--- config.mk ---
export PLATFORM = sky130hd
export DESIGN_NAME = mio_bus_bridge
export DESIGN_NICKNAME = d
export VERILOG_FILES = /design/src/rtl/mio_bus_bridge.sv
export SDC_FILE = /design/constraint.sdc
export NUM_CORES = 1
export LEC_CHECK = 0
export ABC_AREA = 0
export CORE_UTILIZATION = 38
export CTS_CLUSTER_SIZE = 8
export DETAILED_ROUTE_END_ITERATION = 8
export GPL_TIMING_DRIVEN = 0
export PLACE_DENSITY_LB_ADDON = 0.25
export SLEW_MARGIN = 20
export SYNTH_ARGS = -nofsm -noshare
export SYNTH_HDL_FRONTEND = slang
export SYNTH_SLANG_ARGS = --single-unit
--- constraint.sdc ---
create_clock -name clk -period 2.15 [get_ports clk]
set_clock_uncertainty 0.15 [all_clocks]
set_input_delay 0.43 -clock clk [delete_from_list [all_inputs] [get_ports clk]]
set_output_delay 0.43 -clock clk [all_outputs]
set_load 0.005 [all_outputs]
--- src/rtl/mio_bus_bridge.sv ---
// Memory/IO bus bridge: decodes CPU bus requests to data RAM or IO port.
// Optional IO timeout with bus_err is built when MIO_BUS_ERR_EN is defined.
module mio_bus_bridge #(
    parameter int          RAM_LAT    = 1,
    parameter logic [3:0]  IO_NIB     = 4'hE,
    parameter int          IO_TIMEOUT = 16
) (
    input  logic        clk,
    input  logic        reset,
    input  logic        cpu_mio,
    input  logic        mem_w,
    input  logic [2:0]  ram_ctrl,
    input  logic [31:0] addr,
    input  logic [31:0] wdata,
    output logic [31:0] rdata,
    output logic        mio_ready,
    output logic        misalign,
    output logic        bus_err,
    output logic [29:0] ram_addr,
    output logic [31:0] ram_din,
    output logic [3:0]  ram_we,
    input  logic [31:0] ram_dout,
    output logic [31:0] io_addr,
    output logic [31:0] io_wdata,
    output logic [3:0]  io_be,
    output logic        io_we,
    output logic        io_rd,
    input  logic [31:0] io_rdata,
    input  logic        io_ack
);

    typedef enum logic [1:0] {IDLE, RAM_WAIT, IO_WAIT, DONE} state_t;

    state_t      state;
    logic [31:0] addr_q;
    logic [31:0] data_q;
    logic [3:0]  be_q;
    logic        we_q;
    logic [2:0]  ctrl_q;
    logic [7:0]  lat_cnt;

    logic [3:0]  be_n;
    logic [31:0] data_n;
    logic        mis_n;

    assign ram_addr = addr_q[31:2];
    assign ram_din  = data_q;
    assign io_addr  = addr_q;
    assign io_wdata = data_q;
    assign io_be    = be_q;

    always_comb begin
        be_n   = 4'b1111;
        data_n = wdata;
        mis_n  = 1'b0;
        if (ram_ctrl[1]) begin
            mis_n = (addr[1:0] != 2'b00);
        end else if (ram_ctrl[0]) begin
            be_n   = 4'b0011 << {addr[1], 1'b0};
            data_n = {2{wdata[15:0]}};
            mis_n  = addr[0];
        end else begin
            be_n   = 4'b0001 << addr[1:0];
            data_n = {4{wdata[7:0]}};
        end
    end

    // Pick the addressed lane and extend it to 32 bits
    function automatic logic [31:0] load_ext(
        input logic [31:0] d,
        input logic [2:0]  c,
        input logic [1:0]  o
    );
        logic [31:0] b;
        logic [31:0] h;
        b = d >> {o, 3'b000};
        h = d >> {o[1], 4'b0000};
        if (c[1])
            load_ext = d;
        else if (c[0])
            load_ext = c[2] ? {16'h0, h[15:0]} : {{16{h[15]}}, h[15:0]};
        else
            load_ext = c[2] ? {24'h0, b[7:0]} : {{24{b[7]}}, b[7:0]};
    endfunction

`ifdef MIO_BUS_ERR_EN
    logic [15:0] to_cnt;
    logic        err_q;
    assign bus_err = err_q;
`else
    assign bus_err = 1'b0;
`endif

    always_ff @(posedge clk) begin
        if (reset) begin
            state     <= IDLE;
            addr_q    <= '0;
            data_q    <= '0;
            be_q      <= '0;
            we_q      <= 1'b0;
            ctrl_q    <= '0;
            lat_cnt   <= '0;
            rdata     <= '0;
            mio_ready <= 1'b0;
            misalign  <= 1'b0;
            ram_we    <= '0;
            io_we     <= 1'b0;
            io_rd     <= 1'b0;
`ifdef MIO_BUS_ERR_EN
            to_cnt    <= '0;
            err_q     <= 1'b0;
`endif
        end else begin
            mio_ready <= 1'b0;
            misalign  <= 1'b0;
            ram_we    <= '0;
`ifdef MIO_BUS_ERR_EN
            err_q     <= 1'b0;
`endif
            unique case (state)
                IDLE: begin
                    if (cpu_mio) begin
                        addr_q <= addr;
                        data_q <= data_n;
                        be_q   <= be_n;
                        we_q   <= mem_w;
                        ctrl_q <= ram_ctrl;
                        if (mis_n) begin
                            state     <= DONE;
                            mio_ready <= 1'b1;
                            misalign  <= 1'b1;
                            rdata     <= '0;
                        end else if (addr[31:28] >= IO_NIB) begin
                            state <= IO_WAIT;
                            io_we <= mem_w;
                            io_rd <= ~mem_w;
`ifdef MIO_BUS_ERR_EN
                            to_cnt <= '0;
`endif
                        end else begin
                            state   <= RAM_WAIT;
                            ram_we  <= mem_w ? be_n : 4'b0000;
                            lat_cnt <= '0;
                        end
                    end
                end
                RAM_WAIT: begin
                    if (lat_cnt == 8'(RAM_LAT - 1)) begin
                        state     <= DONE;
                        mio_ready <= 1'b1;
                        if (!we_q)
                            rdata <= load_ext(ram_dout, ctrl_q, addr_q[1:0]);
                    end else begin
                        lat_cnt <= lat_cnt + 8'd1;
                    end
                end
                IO_WAIT: begin
                    if (io_ack) begin
                        state     <= DONE;
                        mio_ready <= 1'b1;
                        io_we     <= 1'b0;
                        io_rd     <= 1'b0;
                        if (!we_q)
                            rdata <= load_ext(io_rdata, ctrl_q, addr_q[1:0]);
                    end
`ifdef MIO_BUS_ERR_EN
                    else if (to_cnt == 16'(IO_TIMEOUT - 1)) begin
                        state     <= DONE;
                        mio_ready <= 1'b1;
                        err_q     <= 1'b1;
                        io_we     <= 1'b0;
                        io_rd     <= 1'b0;
                        if (!we_q)
                            rdata <= 32'hDEAD_BEEF;
                    end else begin
                        to_cnt <= to_cnt + 16'd1;
                    end
`endif
                end
                DONE: state <= IDLE;
                default: state <= IDLE;
            endcase
        end
    end

endmodule

-- Word-level counts from Yosys, hierarchy flattened
Index checks and enable logic that the tools add are counted.
W data, S select, Z words.
- input bits: 136
- flip-flop bits (word level): 122
- output and inout bits: 171
- multiplexer cells: 46
- add/subtract/negate cells: 1
- reductions and logical operators: 13
- eq/ne operators: 13
- magnitude comparators: 1
- shift operators: 6
- bitwise logic cells: 3
- operators with widths (cell ; count):
    $mux W32 ; 16
    $pmux W32 S3 ; 1
    $shr A32 B5 Y16 ; 2
    $shr A32 B5 Y8 ; 2
    $mux W8 ; 4
    $ne A2 B2 Y1 const B ; 10
    $pmux W8 S2 ; 1
    $mux W1 ; 13
    $mux W2 ; 5
    $reduce_and A5 Y1 ; 2
    $add A8 B1 Y8 const B ; 1
    $logic_not A8 Y1 ; 1
    $mux W4 ; 2
    $pmux W2 S4 ; 1
    $reduce_and A7 Y1 ; 1
    $reduce_bool A2 Y1 ; 3
    $reduce_or A6 Y1 ; 1
    $eq A2 B2 Y1 const B ; 2
    $ge A4 B4 Y1 const B ; 1
    $pmux W1 S2 ; 2
    $shl A1 B2 Y4 const A ; 1
    $shl A2 B2 Y4 const A ; 1
    $not A1 Y1 ; 3
    $pmux W1 S3 ; 1
    6 further kinds ; 6

-- Depth between registers and ports, before layout
- word-level depth: 7
- depth in mapped cells: 9
- mapped depth without buffers: 7

-- Worst setup path before layout
Ideal clock, no wire load.
- path type: register -> register
- start: reg state[0]
- end: reg rdata[30]
- required time: 1.940 ns
- path slack: -0.107 ns
- arrival time: 2.048 ns
- cell stages (with the launch flop): 10
- path through: dfxtp_1 inv_1 ha_1 buf_2 o21a_1 a311oi_2 nor4b_4 o311a_4 buf_6 a221o_1
- longest elaborated chain between the ends: 3
- elaborated cells between the ends (all ways): 12
- ends and longest elaborated chain (element ; line ; RTL):
    start, declared ; 34 ; state_t state;
    start signal, assigned ; 96 ; state <= IDLE;
    start signal, assigned ; 129 ; state <= DONE;
    start signal, assigned ; 134 ; state <= IO_WAIT;
    $eq A2 B1 Y1 (tied with other cells) ; 120 ; unique case (state)
    $ne A2 B2 Y1 (no line) or $reduce_bool A3 Y1 (tied branches) ; - ;
    $reduce_and A7 Y1 (no line) ; - ;
    end signal, assigned ; 152 ; rdata <= load_ext(ram_dout, ctrl_q, addr_q[1:0]);
    end signal, assigned ; 164 ; rdata <= load_ext(io_rdata, ctrl_q, addr_q[1:0]);
    end, declared ; 15 ; output logic [31:0] rdata,
Several ways; a longest one is shown, not always the timed one.
A chain may end at the register's enable or synchronous reset.

-- Final worst setup path
- start: reg state[0]
- end: reg rdata[22]
The elaborated chain is that of the path after synthesis.

==> metrics.md <==
| Metric | Value |
|---|---|
| Flop pwr share | `0.275` |
| Antenna-violating nets left | `0` |
| Max VDD drop | `0.000580 V` |
| Worst Setup End Kind | `register` |
| Syn Std Cell Area | `6440 sq um` |
| Initial antenna violation count | `0` |
| Period utilization | `1.04` |
| Syn Inst Count | `770` |
| Fin nets | `1265` |
| Clock share of power | `0.268` |
| Unique masters post-synth | `61` |
| Max-slew violations | `0` |
| Post-Place Cells | `1295` |
| Cell-internal power | `7350 uW` |
| CTS clk-pin slew, worst paths | `60 ps` |
| Vias in the first global route | `6957` |
| Final worst path period need | `2240 ps` |
| Fraction of layout cells with a size suffix above 1 | `0.179` |
| #FFs+latches synth | `122` |
| Worst-Margin Slew | `673 ps` |
| Chip width | `132 microns` |
| Initial Util | `0.388` |
| Static leakage | `0.00427 uW` |
| Final non-filler cell total | `1355` |
| Layout overhead on the synthesized area | `70.4%` |
| Grt total ovfl | `0` |
| Sw Ratio | `0.337` |
| Most frequent cells in the layout | `clkdlybuf4s50_1, nand2_1, dfxtp_1` |
| CP Data Required Time | `2360 ps` |
| Hold crit path type | `in2reg` |
| Largest net degree at the start of global routing | `17` |
| CTS root buffer | `clkbuf_16` |
| Max-cap violations | `0` |
| Crit Path Class | `reg2reg` |
| Wirelength per Cell | `18.8 microns` |
| Data arrival time of the worst path | `2450 ps` |
| Setup TNS | `-1040 ps` |
| Row count | `47` |
| Final hold vios | `0` |
| P_sw | `3740 uW` |
| Clock Latency Late Sink | `430 ps` |
| H-tree depth reported by CTS | `4` |
| Pwr/cell area | `1010 nW/um^2` |
| Synth area leader | `dfxtp_1` |
| Ys async rst share | `0` |
| Worst setup SP type | `register` |
| Routed vias | `7276` |
| Antenna cell count | `0` |
| DRT Pass-1 Iters | `5` |
| Vias per Instance | `5.37` |
| Most common cell after layout, fill and taps aside | `clkdlybuf4s50_1` |
| Final worst slack | `-90.6 ps` |
| Die area | `17500 sq um` |
| # DRC | `0` |
| Worst relative slew slack | `0.551` |
| Post-Route WL | `25500 microns` |
| Ys Warns | `0` |
| Logic pwr share | `0.456` |
| Syn_nets | `912` |
| Synth top area share | `0.379` |
| Clk buf depth | `2` |
| Routability congestion estimate | `0.948` |
| Post-synth EDFFs | `0` |
| Sink Count | `122` |
| Hold path endpoint | `io_addr[0]` |
| Reg2Reg Setup Slack | `-90 ps` |
| Die Ht | `132 microns` |
| Max Fclk | `446 MHz` |
| TritonCTS buffer count | `17` |
| Reg-to-reg critical path startpoint | `state[0]` |
| Core area | `16600 sq um` |
| Final setup vio count | `17` |
| FF-to-FF path depth | `9` |
| Area contributors post-synth | `dfxtp_1, buf_4, nand2_1, a21oi_1, mux2i_1` |
| Drt first-iter violations | `574` |
| Seq/Total Area, Yosys | `0.379` |
| Hold Path Depth | `3` |
| CTS tree | `built` |
| Hpwl dp | `18700 microns` |
| Synth Area per Inst | `8.37 sq um` |
| First-pass GRT wire length | `38400 microns` |
| Hold Path Origin | `addr[0]` |
| FF-to-FF End | `rdata[22]` |
| Synth Flop Type | `dfxtp_1` |
| GRT Overall Usage | `0.285` |
| Unrepaired setup endpoints after global routing | `true` |
| Failing checks | `negative setup slack` |
| # port buffers | `305` |
| Max Fanout on Critical Path | `6` |
| Status | `finished with violations` |
| Boundary Pins | `307` |
-- flip-flops by register name, indices dropped and copies added, names as in the netlist --
register	cells
io_rd	1
io_we	1
ctrl_q	3
rdata	32
state	2
ram_we	4
io_be	4
mio_ready	1
io_wdata	32
misalign	1
lat_cnt	8
io_addr	32
we_q	1
-- cells by family after synthesis --
| logic type | count (synthesis) | share of synthesized area |
|---|---|---|
| and+or+nand+nor | 244 | 0.169 |
| muxes | 40 | 0.0676 |
| xor gates and xnor gates | 7 | 0.00952 |
| buffers and inverters | 129 | 0.117 |
| other | 1 | 0.000582 |
| DFF | 122 | 0.379 |
| AOI/OAI and AO/OA | 221 | 0.246 |
| adders and majority gates | 6 | 0.0117 |
-- timing repair --
| action | in CTS | in global routing |
|---|---|---|
| cloned | 2 | 1 |
| endpoints found under the setup margin | 117 | 92 |
| buffers inserted | 19 | 10 |
| resized for setup | 50 | 58 |
| hold buffers | 0 | 0 |
| pin swaps | 7 | 14 |
-- worst max path at each step --
| stage | end | depth (start not counted) | from | slack, ps |
|---|---|---|---|---|
| 3_5_place_dp | rdata[12] | 6 | addr[1] | -930 |
| 5_1_grt | rdata[22] | 9 | state[0] | -120 |
| 6_report | rdata[22] | 9 | state[0] | -90 |
| 2_1_floorplan | rdata[30] | 9 | state[0] | 2 |
| 4_1_cts | rdata[22] | 10 | state[1] | -130 |
| 3_3_place_gp | rdata[12] | 6 | addr[1] | -890 |
-- cells in the mapped netlist (all sizes together), types with 6 or more instances --
master    n
a211oi   13
a21oi    79
a221o    23
a22o     23
a32o      8
buf      80
clkbuf   40
dfxtp   122
ha        6
inv       9
mux2i    36
nand2   125
nand2b    6
nor2     62
nor2b     9
nor3      7
o21a     18
o21ai    17
o221ai    8
o22ai    10
or3      12
xnor2     6
-- stage by stage --
| step | area, sq um | hold slack, ps | util | power (uW) | setup WS (ps) |
|---|---|---|---|---|---|
| after floorplan | 6460 | 287 | - | 5310 | 1.98 |
| after global placement | 9790 | 308 | 0.590 | 7420 | -888 |
| after detailed placement | 9790 | 310 | 0.590 | 7460 | -932 |
| after CTS | 10700 | 325 | 0.645 | 10800 | -135 |
| after global routing | 11000 | 234 | 0.662 | 11600 | -121 |
| final | 11000 | 191 | 0.662 | 11100 | -90.6 |
-- layer usage --
metal | track usage | vias up | wire length [microns]
met2 | 0.478 | 417 | 12400
met3 | 0.0819 | 68 | 2400
met1 | 0.341 | 3400 | 9970
li1 | - | 3391 | -
met5 | 0 | - | 0
met4 | 0.119 | 0 | 765
-- area by class of cell --
type	instances	area [sq um]
Clock inverter	10	144
Buffer	117	788
Multi-Input combinational cell	519	3460
Fill cell	1394	5610
Sequential cell	122	2460
Tap cell	220	275
Inverter	9	38.8
Clock buffer	21	460
Timing Repair Buffer	337	3350
-- power groups by stage --
stage / Sequential (uW) / Combinational (uW) / Clock, uW
6_report: 3050 / 5060 / 2970
5_1_grt: 3110 / 5400 / 3120
4_1_cts: 3040 / 4700 / 3010
3_5_place_dp: 3070 / 4390 / 0
3_3_place_gp: 3060 / 4350 / 0
2_1_floorplan: 3020 / 2290 / 0
-- critical path, cell delays in order (launching register included) --
cell,delay [ps]
dfxtp_4,370
inv_4,50
ha_4,180
o21a_1,210
a311oi_2,270
nor4b_4,260
buf_4,190
o311a_4,250
buf_6,140
a221o_1,110
(Power assumes the default switching activity.)
